<file path="src/rtl/cache_line_array.sv">
// ---------------------------------------------------------------------------
// cache_line_array
//
// Purpose:
//    Direct-mapped array of LINES coherence cache entries. Each entry holds a
//    coherence state, an owner ID, an address tag and one data word. One
//    request is served at a time: lookup (READ), install (WRITE), INVALIDATE
//    and state/owner UPDATE. A dirty (Modified) victim displaced by a WRITE,
//    or a Modified line being invalidated, is first pushed out through the
//    valid/ready write-back port.
//
//    State encoding: 00 Invalid, 01 Shared, 10 Modified (dirty), 11 Exclusive.
//
// Ports:
//    clock, reset              rising-edge clock, asynchronous active-high reset
//    req_valid / req_ready     request handshake (accepted only in IDLE)
//    req_op                    00 READ, 01 WRITE, 10 INVALIDATE, 11 UPDATE
//    req_address               {tag, index}; index = low log2(LINES) bits
//    req_state/owner/data      values to install or update
//    rsp_valid                 one-cycle response pulse
//    rsp_hit/state/owner/data  entry contents as found at lookup
//    wb_valid / wb_ready       victim write-back handshake
//    wb_address / wb_data      victim {tag, index} and data
//
// Optional feature (macro CACHE_LINE_STATS_EN):
//    Adds 8-bit saturating outputs hit_count and miss_count, updated once per
//    request at lookup time.
// ---------------------------------------------------------------------------
module cache_line_array #(
   parameter int LINES   = 4,
   parameter int ADDR_W  = 3,
   parameter int DATA_W  = 4,
   parameter int OWNER_W = 2
) (
   input  logic               clock,
   input  logic               reset,
   input  logic               req_valid,
   output logic               req_ready,
   input  logic [1:0]         req_op,
   input  logic [ADDR_W-1:0]  req_address,
   input  logic [1:0]         req_state,
   input  logic [OWNER_W-1:0] req_owner,
   input  logic [DATA_W-1:0]  req_data,
   output logic               rsp_valid,
   output logic               rsp_hit,
   output logic [1:0]         rsp_state,
   output logic [OWNER_W-1:0] rsp_owner,
   output logic [DATA_W-1:0]  rsp_data,
   output logic               wb_valid,
   input  logic               wb_ready,
   output logic [ADDR_W-1:0]  wb_address,
   output logic [DATA_W-1:0]  wb_data
`ifdef CACHE_LINE_STATS_EN
   ,
   output logic [7:0]         hit_count,
   output logic [7:0]         miss_count
`endif
);

   localparam int IDX_W = $clog2(LINES);
   localparam int TAG_W = ADDR_W - IDX_W;

   localparam logic [1:0] OP_READ  = 2'b00;
   localparam logic [1:0] OP_WRITE = 2'b01;
   localparam logic [1:0] OP_INV   = 2'b10;
   localparam logic [1:0] OP_UPD   = 2'b11;

   localparam logic [1:0] ST_INV = 2'b00;
   localparam logic [1:0] ST_MOD = 2'b10;

   // FETCH is the registered array read; it gives the fixed three-cycle
   // turnaround from accept to response.
   typedef enum logic [2:0] {
      S_IDLE,
      S_FETCH,
      S_LOOKUP,
      S_WRITEBACK,
      S_RESPOND
   } fsm_t;

   fsm_t r_fsm;
   fsm_t w_fsm_next;

   // Latched request
   logic [1:0]         r_op;
   logic [IDX_W-1:0]   r_index;
   logic [TAG_W-1:0]   r_tag;
   logic [1:0]         r_new_state;
   logic [OWNER_W-1:0] r_new_owner;
   logic [DATA_W-1:0]  r_new_data;

   // Line storage
   logic [1:0]         r_line_state [LINES];
   logic [OWNER_W-1:0] r_line_owner [LINES];
   logic [TAG_W-1:0]   r_line_tag   [LINES];
   logic [DATA_W-1:0]  r_line_data  [LINES];

   // Registered read of the indexed entry
   logic [1:0]         r_rd_state;
   logic [OWNER_W-1:0] r_rd_owner;
   logic [TAG_W-1:0]   r_rd_tag;
   logic [DATA_W-1:0]  r_rd_data;

   // Response / write-back registers
   logic               r_rsp_hit;
   logic [1:0]         r_rsp_state;
   logic [OWNER_W-1:0] r_rsp_owner;
   logic [DATA_W-1:0]  r_rsp_data;
   logic [ADDR_W-1:0]  r_wb_address;
   logic [DATA_W-1:0]  r_wb_data;

   logic               w_hit;
   logic               w_need_wb;
   logic               w_act;
   logic               w_commit;
   logic [1:0]         w_wr_state;
   logic [OWNER_W-1:0] w_wr_owner;
   logic [TAG_W-1:0]   w_wr_tag;
   logic [DATA_W-1:0]  w_wr_data;

   assign w_hit = (r_rd_state != ST_INV) && (r_rd_tag == r_tag);

   // A Modified entry is only ever valid, so the state test alone covers
   // "valid and dirty" for the WRITE victim case.
   assign w_need_wb = ((r_op == OP_WRITE) && (r_rd_state == ST_MOD) && (r_rd_tag != r_tag)) ||
                      ((r_op == OP_INV) && w_hit && (r_rd_state == ST_MOD));

   // Moment at which the request's effect on the array is applied: at lookup
   // when no eviction is needed, otherwise on the write-back handshake.
   assign w_act = ((r_fsm == S_LOOKUP) && !w_need_wb) ||
                  ((r_fsm == S_WRITEBACK) && wb_ready);

   // ---------------- FSM: state register ----------------
   always_ff @(posedge clock or posedge reset) begin
      if (reset) begin
         r_fsm <= S_IDLE;
      end else begin
         r_fsm <= w_fsm_next;
      end
   end

   // ---------------- FSM: next-state logic ----------------
   always_comb begin
      w_fsm_next = r_fsm;
      unique case (r_fsm)
         S_IDLE:      if (req_valid) w_fsm_next = S_FETCH;
         S_FETCH:     w_fsm_next = S_LOOKUP;
         S_LOOKUP:    w_fsm_next = w_need_wb ? S_WRITEBACK : S_RESPOND;
         S_WRITEBACK: if (wb_ready) w_fsm_next = S_RESPOND;
         S_RESPOND:   w_fsm_next = S_IDLE;
         default:     w_fsm_next = S_IDLE;
      endcase
   end

   // ---------------- FSM: outputs ----------------
   // req_ready is gated by reset directly so it is low for the whole time
   // reset is asserted, not just from the first edge after release.
   always_comb begin
      req_ready = (r_fsm == S_IDLE) && !reset;
      rsp_valid = (r_fsm == S_RESPOND);
      wb_valid  = (r_fsm == S_WRITEBACK);
   end

   assign rsp_hit    = r_rsp_hit;
   assign rsp_state  = r_rsp_state;
   assign rsp_owner  = r_rsp_owner;
   assign rsp_data   = r_rsp_data;
   assign wb_address = r_wb_address;
   assign wb_data    = r_wb_data;

   // ---------------- Entry update selection ----------------
   // Unchanged fields are rewritten from the fetched copy, which is still
   // current because only this request can modify the array.
   always_comb begin
      w_commit   = 1'b0;
      w_wr_state = r_rd_state;
      w_wr_owner = r_rd_owner;
      w_wr_tag   = r_rd_tag;
      w_wr_data  = r_rd_data;
      if (w_act) begin
         unique case (r_op)
            OP_WRITE: begin
               w_commit   = 1'b1;
               w_wr_state = r_new_state;
               w_wr_owner = r_new_owner;
               w_wr_tag   = r_tag;
               w_wr_data  = r_new_data;
            end
            OP_INV: begin
               if (w_hit) begin
                  w_commit   = 1'b1;
                  w_wr_state = ST_INV;
               end
            end
            OP_UPD: begin
               if (w_hit) begin
                  w_commit   = 1'b1;
                  w_wr_state = r_new_state;
                  w_wr_owner = r_new_owner;
               end
            end
            default: ; // READ leaves the entry untouched
         endcase
      end
   end

   // ---------------- Line storage ----------------
   always_ff @(posedge clock or posedge reset) begin
      if (reset) begin
         for (int i = 0; i < LINES; i++) begin
            r_line_state[i] <= '0;
            r_line_owner[i] <= '0;
            r_line_tag[i]   <= '0;
            r_line_data[i]  <= '0;
         end
      end else if (w_commit) begin
         r_line_state[r_index] <= w_wr_state;
         r_line_owner[r_index] <= w_wr_owner;
         r_line_tag[r_index]   <= w_wr_tag;
         r_line_data[r_index]  <= w_wr_data;
      end
   end

   // ---------------- Request latch, read, response, write-back ----------------
   always_ff @(posedge clock or posedge reset) begin
      if (reset) begin
         r_op         <= '0;
         r_index      <= '0;
         r_tag        <= '0;
         r_new_state  <= '0;
         r_new_owner  <= '0;
         r_new_data   <= '0;
         r_rd_state   <= '0;
         r_rd_owner   <= '0;
         r_rd_tag     <= '0;
         r_rd_data    <= '0;
         r_rsp_hit    <= 1'b0;
         r_rsp_state  <= '0;
         r_rsp_owner  <= '0;
         r_rsp_data   <= '0;
         r_wb_address <= '0;
         r_wb_data    <= '0;
      end else begin
         if ((r_fsm == S_IDLE) && req_valid) begin
            r_op        <= req_op;
            r_index     <= req_address[IDX_W-1:0];
            r_tag       <= req_address[ADDR_W-1:IDX_W];
            r_new_state <= req_state;
            r_new_owner <= req_owner;
            r_new_data  <= req_data;
         end
         if (r_fsm == S_FETCH) begin
            r_rd_state <= r_line_state[r_index];
            r_rd_owner <= r_line_owner[r_index];
            r_rd_tag   <= r_line_tag[r_index];
            r_rd_data  <= r_line_data[r_index];
         end
         if (r_fsm == S_LOOKUP) begin
            // Report the stored entry even on a miss; only rsp_hit tells.
            r_rsp_hit   <= w_hit;
            r_rsp_state <= r_rd_state;
            r_rsp_owner <= r_rd_owner;
            r_rsp_data  <= r_rd_data;
            if (w_need_wb) begin
               r_wb_address <= {r_rd_tag, r_index};
               r_wb_data    <= r_rd_data;
            end
         end
      end
   end

`ifdef CACHE_LINE_STATS_EN
   logic [7:0] r_hit_count;
   logic [7:0] r_miss_count;

   always_ff @(posedge clock or posedge reset) begin
      if (reset) begin
         r_hit_count  <= '0;
         r_miss_count <= '0;
      end else if (r_fsm == S_LOOKUP) begin
         if (w_hit) begin
            if (r_hit_count != 8'hFF) r_hit_count <= r_hit_count + 8'd1;
         end else begin
            if (r_miss_count != 8'hFF) r_miss_count <= r_miss_count + 8'd1;
         end
      end
   end

   assign hit_count  = r_hit_count;
   assign miss_count = r_miss_count;
`endif

endmodule

</file>
<file path="config.mk">
export PLATFORM = sky130hd
export DESIGN_NAME = cache_line_array
export DESIGN_NICKNAME = d
export VERILOG_FILES = /design/src/rtl/cache_line_array.sv
export SDC_FILE = /design/constraint.sdc
export NUM_CORES = 1
export LEC_CHECK = 0
export BUFFER_PORTS_ARGS = -buffer_cell sky130_fd_sc_hd__buf_2
export CAP_MARGIN = 25
export CORE_MARGIN = 10
export CORE_UTILIZATION = 44
export DETAILED_ROUTE_END_ITERATION = 12
export GPL_ROUTABILITY_DRIVEN = 0
export PLACE_DENSITY_LB_ADDON = 0.12
export RECOVER_POWER = 25
export SLEW_MARGIN = 20
export SYNTH_ARGS = -nofsm -noshare
export SYNTH_HDL_FRONTEND = slang
export SYNTH_SLANG_ARGS = --single-unit
</file>
<file path="constraint.sdc">
create_clock -name clock -period 2.8 [get_ports clock]
set_clock_uncertainty 0.1 [all_clocks]
set_input_delay 0.56 -clock clock [delete_from_list [all_inputs] [get_ports clock]]
set_output_delay 0.56 -clock clock [all_outputs]
set_load 0.005 [all_outputs]
</file>
==> results of run 1 <==
area by class of cell:
class	count	share of cell area
Sequential cell	77	0.486
Multi-Input combinational cell	168	0.346
Timing Repair Buffer	50	0.0720
Clock buffer	12	0.0341
Tap cell	102	0.0322
Clock inverter	4	0.0183
Inverter	12	0.0114
flip-flops by register name, summed over array words and instances (netlist names):
| name | cells |
|---|---|
| r_line_state | 8 |
| r_line_owner | 8 |
| wb_address | 3 |
| rsp_owner | 2 |
| r_tag | 1 |
| r_new_state | 2 |
| wb_data | 4 |
| r_new_owner | 2 |
| r_rd_owner | 2 |
| r_op | 2 |
| rsp_hit | 1 |
| r_line_tag | 4 |
| r_index | 2 |
| rsp_data | 4 |
| r_fsm | 3 |
| r_new_data | 4 |
| r_rd_tag | 1 |
| rsp_state | 2 |
| r_rd_data | 4 |
| r_rd_state | 2 |
| r_line_data | 16 |
how the worst max path moves through the flow:
| stage | start | endpoint | slack [ns] | depth (start not counted) |
|---|---|---|---|---|
| 6_report | r_rd_tag | r_line_state[5] | 0.43 | 6 |
| 5_1_grt | r_rd_tag | r_line_state[5] | 0.27 | 6 |
| 4_1_cts | r_fsm[1] | r_line_state[5] | 0.45 | 6 |
| 3_5_place_dp | r_fsm[1] | r_line_data[9] | 0.49 | 6 |
| 3_3_place_gp | r_rd_tag | r_line_data[10] | 0.56 | 6 |
| 2_1_floorplan | reset | r_fsm[0] | 0.17 | 1 |
power by group:
part           leakage (nW)  switching [mW]  internal, mW
Sequential            0.939           0.442          1.65
Clock                 0.101           0.393         0.502
Combinational         0.726           0.806         0.958
Total                  1.77            1.64          3.11
cell usage in the layout (no fill, tap or decap), drive strengths merged:
master / netlist / routed
nor2b: 1 / 1
a31oi: 20 / 20
a221o: 1 / 1
nand2b: 2 / 2
nor4b: 1 / 1
nor4: 1 / 1
o21ai: 17 / 17
mux2i: 3 / 3
o21a: 2 / 2
nor2: 31 / 31
and3b: 1 / 1
nand3: 13 / 13
a311oi: 1 / 1
and2: 1 / 1
bufinv: 0 / 2
clkinvlp: 0 / 1
or3b: 1 / 1
and4bb: 2 / 2
a21o: 1 / 1
a211oi: 1 / 1
nand2: 2 / 2
buf: 14 / 49
inv: 12 / 12
a21boi: 1 / 1
mux2: 37 / 37
nand4b: 2 / 2
clkinv: 0 / 1
a21oi: 9 / 9
xnor2: 1 / 1
nor3b: 3 / 3
dfrtp: 77 / 77
clkbuf: 4 / 13
o2111a: 4 / 4
mux4: 9 / 9
worst max-delay path: cells and delay by family (launching register included):
family / cells / cell delay [ns]
DFF: 1 / 0.46
and+or+nand+nor: 1 / 0.08
muxes: 1 / 0.59
buffers and inverters: 1 / 0.23
AOI/OAI and AO/OA: 2 / 0.52
xor gates and xnor gates: 1 / 0.29
routing by layer:
| metal | up-vias | global-route usage |
|---|---|---|
| met5 | - | 0 |
| met4 | 0 | 0.0537 |
| met3 | 11 | 0.0289 |
| met2 | 44 | 0.217 |
| met1 | 1150 | 0.181 |
| li1 | 1092 | - |
kinds of logic after synthesis:
kind of cell              synth area share
muxes                                0.191
DFF                                  0.557
xor gates and xnor gates           0.00470
and+or+nand+nor                     0.0926
buffers and inverters               0.0495
AOI/OAI and AO/OA                    0.105
==> flow_metrics.env, run 1 <==
export IMPL_first_iter_violations=81
export IMPL_die_y_um=109
export IMPL_stdcell_area_um2=3960
export IMPL_worst_hold_path_type="in -> async"
export IMPL_wl_met2_um=3610
export IMPL_ys_top_cells_by_count="77 x dfrtp_1, 35 x mux2_2, 30 x nor2_1"
export IMPL_setup_tns_ns=0
export IMPL_dp_worst_setup_slack_ns=0.488
export IMPL_utilization=0.515
export IMPL_placed_area_um2=3770
export IMPL_cts_max_level=3
export IMPL_wl_per_cell_um=17.8
export IMPL_power_density_nw_per_um2=1200
export IMPL_ctsLongestPathBuffers=2
export IMPL_synth_most_common_cell="dfrtp_1"
export IMPL_drc=0
export IMPL_holdWs_ns=0.284
export IMPL_core_area_um2=7690
export IMPL_fill_cells=683
export IMPL_yosys_top_cells_area="dfrtp_1 56%, mux2_2 11%, mux4_2 5.9%"
export IMPL_cts_root_buf="clkbuf_8"
export IMPL_fin_ws_ns=0.433
export IMPL_synth_cell_types=40
export IMPL_worst_path_max_delay_cell="mux2i_1"
export IMPL_post_cts_buffers=0
export IMPL_worstPathRequired_ns=2.95
export IMPL_maxSlewViolCount=0
export IMPL_synthCells=275
export IMPL_p_total_mw=4.75
export IMPL_syn_num_nets=292
export IMPL_die_width_um=109
export IMPL_worst_setup_path_end_kind="register"
export IMPL_arrival_ns=2.52
export IMPL_synth_area_um2=3460
export IMPL_ios=36
export IMPL_synth_edf_count=0
export IMPL_r2r_end="r_line_state[5]"
export IMPL_grt_ovfl_total=0
export IMPL_period_minus_slack_ns=2.37
export IMPL_tightest_slew_ns=0.944
export IMPL_grt_pass1_wl_um=12500
export IMPL_vias=2297
export IMPL_fin_nets=335
export IMPL_synthToLayoutAreaGrowth_pct=14.5
export IMPL_slew_headroom=0.371
export IMPL_max_vdd_ir_drop_mv=0.488
export IMPL_synth_area_per_cell_um2=12.6
export IMPL_synth_seq_cells=77
export IMPL_synth_top_area_cell="dfrtp_1"
export IMPL_wl_met1_um=3580
export IMPL_seq_area_um2=1930
export IMPL_path_class="reg -> reg"
export IMPL_rrSetupSlack_ns=0.43
export IMPL_path_clk_slew_ns=0.08
export IMPL_status="finished clean"
export IMPL_cp_slowest_stage_delay_ns=0.59
export IMPL_dp_cells=409
export IMPL_multi_input_area_um2=1370
export IMPL_cts_buffers_inserted=9
export IMPL_cts_resized=0
export IMPL_setup_viol=0
export IMPL_rows=32
export IMPL_drive_gt1_frac=0.359
export IMPL_drt_total_wl_um=7570
export IMPL_ys_async_sr_fraction=1.00
export IMPL_numPortBuffers=35
export IMPL_rsz0062_at_grt="no"
export IMPL_stdcell_count=425
export IMPL_cap_violations=0
export IMPL_antenna_found_initial=0
export IMPL_die_area_um2=11800
export IMPL_cts_hold_buf=0
export IMPL_cp_cell_sequence="xnor2_2, mux2i_1, o2111a_1, buf_4, nand3_1, o21ai_0"
export IMPL_top_layer="met4"
export IMPL_grt_pass1_vias=2344
export IMPL_path_max_fanout=10
export IMPL_ys_flop_type="dfrtp_1"
export IMPL_yosys_warnings=0
export IMPL_start_kind="register"
export IMPL_power_leakage_nw=1.77
export IMPL_hold_viol_final=0
export IMPL_synth_top_area_frac=0.557
export IMPL_fmax_ghz=0.422
export IMPL_wl_met3_um=278
export IMPL_diodes=0
export IMPL_finalCritPeriodShare=0.846
export IMPL_track_usage=0.137
export IMPL_start_util=0.450
export IMPL_drt_first_pass_iters=4
export IMPL_antenna_left=0
export IMPL_clock_latency_ns=0.34
export IMPL_dp_hpwl_um=5460
export IMPL_worstReg2RegStart="r_rd_tag"
export IMPL_reg2reg_depth=6
export IMPL_viasPerCell=5.40
export IMPL_ys_seq_area_frac=0.557
export IMPL_cts_tree="yes"
export IMPL_cts_sinks=77
export IMPL_grt_start_max_net_pins=40
(Power assumes the default switching activity.)
==> run 2, diff against run 1 <==
clock period = 2.1 ns   (was 2.8 ns; I/O delays follow)
==> run 2 against run 1 <==
Effect of this change:
- sequential power grew 30%
- combinational power increased by 54%
- routed wire length increased by 3.0%
- worst hold slack lost 0.18 ns
- critical path type unchanged
==> flow_metrics.env, run 2 (synthesized netlist as in run 1, its figures left out) <==
export IMPL_wl_met1_um=3490
export IMPL_drc=0
export IMPL_cts_buffers_inserted=9
export IMPL_grt_pass1_wl_um=12900
export IMPL_p_total_mw=6.78
export IMPL_grt_ovfl_total=0
export IMPL_ctsLongestPathBuffers=2
export IMPL_largest_register="r_line_data"
export IMPL_multi_input_area_um2=1390
export IMPL_die_y_um=109
export IMPL_finalCritPeriodShare=0.980
export IMPL_antenna_left=0
export IMPL_wl_met3_um=284
export IMPL_arrival_ns=2.18
export IMPL_drt_first_pass_iters=4
export IMPL_period_minus_slack_ns=2.06
export IMPL_tightest_slew_ns=0.906
export IMPL_crit_start="r_rd_state[0]"
export IMPL_power_leakage_nw=1.84
export IMPL_cts_sinks=77
export IMPL_fmax_ghz=0.486
export IMPL_worst_hold_path_type="in -> async"
export IMPL_endpoint="r_line_owner[2]"
export IMPL_hold_viol_final=0
export IMPL_grt_start_max_net_pins=25
export IMPL_cts_root_buf="clkbuf_8"
export IMPL_vias=2351
export IMPL_worst_setup_path_end_kind="register"
export IMPL_numPortBuffers=35
export IMPL_status="finished clean"
export IMPL_synthToLayoutAreaGrowth_pct=20.4
export IMPL_first_iter_violations=124
export IMPL_cap_violations=0
export IMPL_setup_viol=0
export IMPL_stdcell_area_um2=4160
export IMPL_grt_pass1_vias=2459
export IMPL_final_cell_mix="76 x dfrtp_1, 35 x mux2_2, 34 x buf_2"
export IMPL_largest_reg_flops=16
export IMPL_placed_area_um2=3920
export IMPL_rsz0062_at_grt="yes"
export IMPL_worstReg2RegStart="r_rd_state[0]"
export IMPL_wl_per_cell_um=17.9
export IMPL_antenna_found_initial=0
export IMPL_utilization=0.542
export IMPL_fin_nets=346
export IMPL_die_width_um=109
export IMPL_drive_gt1_frac=0.398
export IMPL_track_usage=0.141
export IMPL_core_area_um2=7690
export IMPL_reg2reg_depth=5
export IMPL_clock_latency_ns=0.34
export IMPL_top_regs="r_line_data (16), r_line_owner (8), r_line_state (8)"
export IMPL_post_cts_buffers=0
export IMPL_worstPathRequired_ns=2.22
export IMPL_max_vdd_ir_drop_mv=0.650
export IMPL_path_class="reg -> reg"
export IMPL_ios=36
export IMPL_cts_max_level=3
export IMPL_viasPerCell=5.39
export IMPL_seq_area_um2=1930
export IMPL_dp_hpwl_um=5530
export IMPL_r2r_end="r_line_owner[2]"
export IMPL_path_max_fanout=6
export IMPL_start_kind="register"
export IMPL_fill_cells=682
export IMPL_drt_total_wl_um=7800
export IMPL_wl_met2_um=3930
export IMPL_path_clk_slew_ns=0.08
export IMPL_power_density_nw_per_um2=1630
export IMPL_final_common_cell="dfrtp_1"
export IMPL_maxSlewViolCount=0
export IMPL_slew_headroom=0.393
export IMPL_rrSetupSlack_ns=0.04
export IMPL_fin_ws_ns=0.0416
export IMPL_top_layer="met4"
export IMPL_rows=32
export IMPL_start_util=0.450
export IMPL_diodes=0
export IMPL_dp_worst_setup_slack_ns=0.0315
export IMPL_cts_tree="yes"
export IMPL_die_area_um2=11800
==> run 2: changes by cell type in the layout (fill, tap and decap cells not counted), sizes merged <==
cell      change
buf          +10
clkinvlp      +2
bufinv        +1
clkbuf        -1
inv           -1
==> run 2: timing repair <==
item | 4_1_cts | 5_1_grt
setup endpoints to repair | 0 | 35
hold buffers | 0 | 0
resized for setup | 0 | 5
==> run 2: critical path: stages (launching register included) <==
cell      delay (ns)
dfrtp_1         0.46
and4bb_2        0.29
mux2_4          0.26
a221o_1         0.41
mux2i_2         0.29
a21oi_1         0.12
==> run 2: per-layer routing <==
metal  vias to the layer above  track usage
met5                         -            0
met4                         0       0.0546
li1                       1117            -
met2                        38        0.232
met1                      1188        0.181
met3                         8       0.0271
==> run 2: final cells by class <==
type	instances	share of cell area
clock buffers	10	0.0331
flip-flops and latches	77	0.463
inverters	12	0.0111
well taps	102	0.0306
clock inverters	6	0.0264
multi-input cells	168	0.333
repair buffers	61	0.103
==> run 2: through the flow <==
stage / hold WS, ns / setup TNS, ns / std cells
2_1_floorplan: 0.373 / 0 / 275
3_3_place_gp: 0.380 / 0 / 420
3_5_place_dp: 0.379 / 0 / 420
4_1_cts: 0.00259 / 0 / 436
5_1_grt: 0.189 / -0.186 / 436
6_report: 0.103 / 0 / 436
==> run 2: how the worst min path moves through the flow <==
stage / to / cells after the start
2_1_floorplan: rsp_hit / 2
3_3_place_gp: r_rd_state[0] / 2
3_5_place_dp: r_rd_state[0] / 2
4_1_cts: r_rd_state[0] / 2
5_1_grt: r_rd_state[0] / 2
6_report: r_rd_state[0] / 2
==> run 2: power by group <==
group | internal, mW | total [mW] | leakage [nW] | switching, mW
clock | 0.819 | 1.36 | 0.119 | 0.538
combinational | 1.49 | 2.71 | 0.780 | 1.22
sequential | 2.21 | 2.71 | 0.937 | 0.502
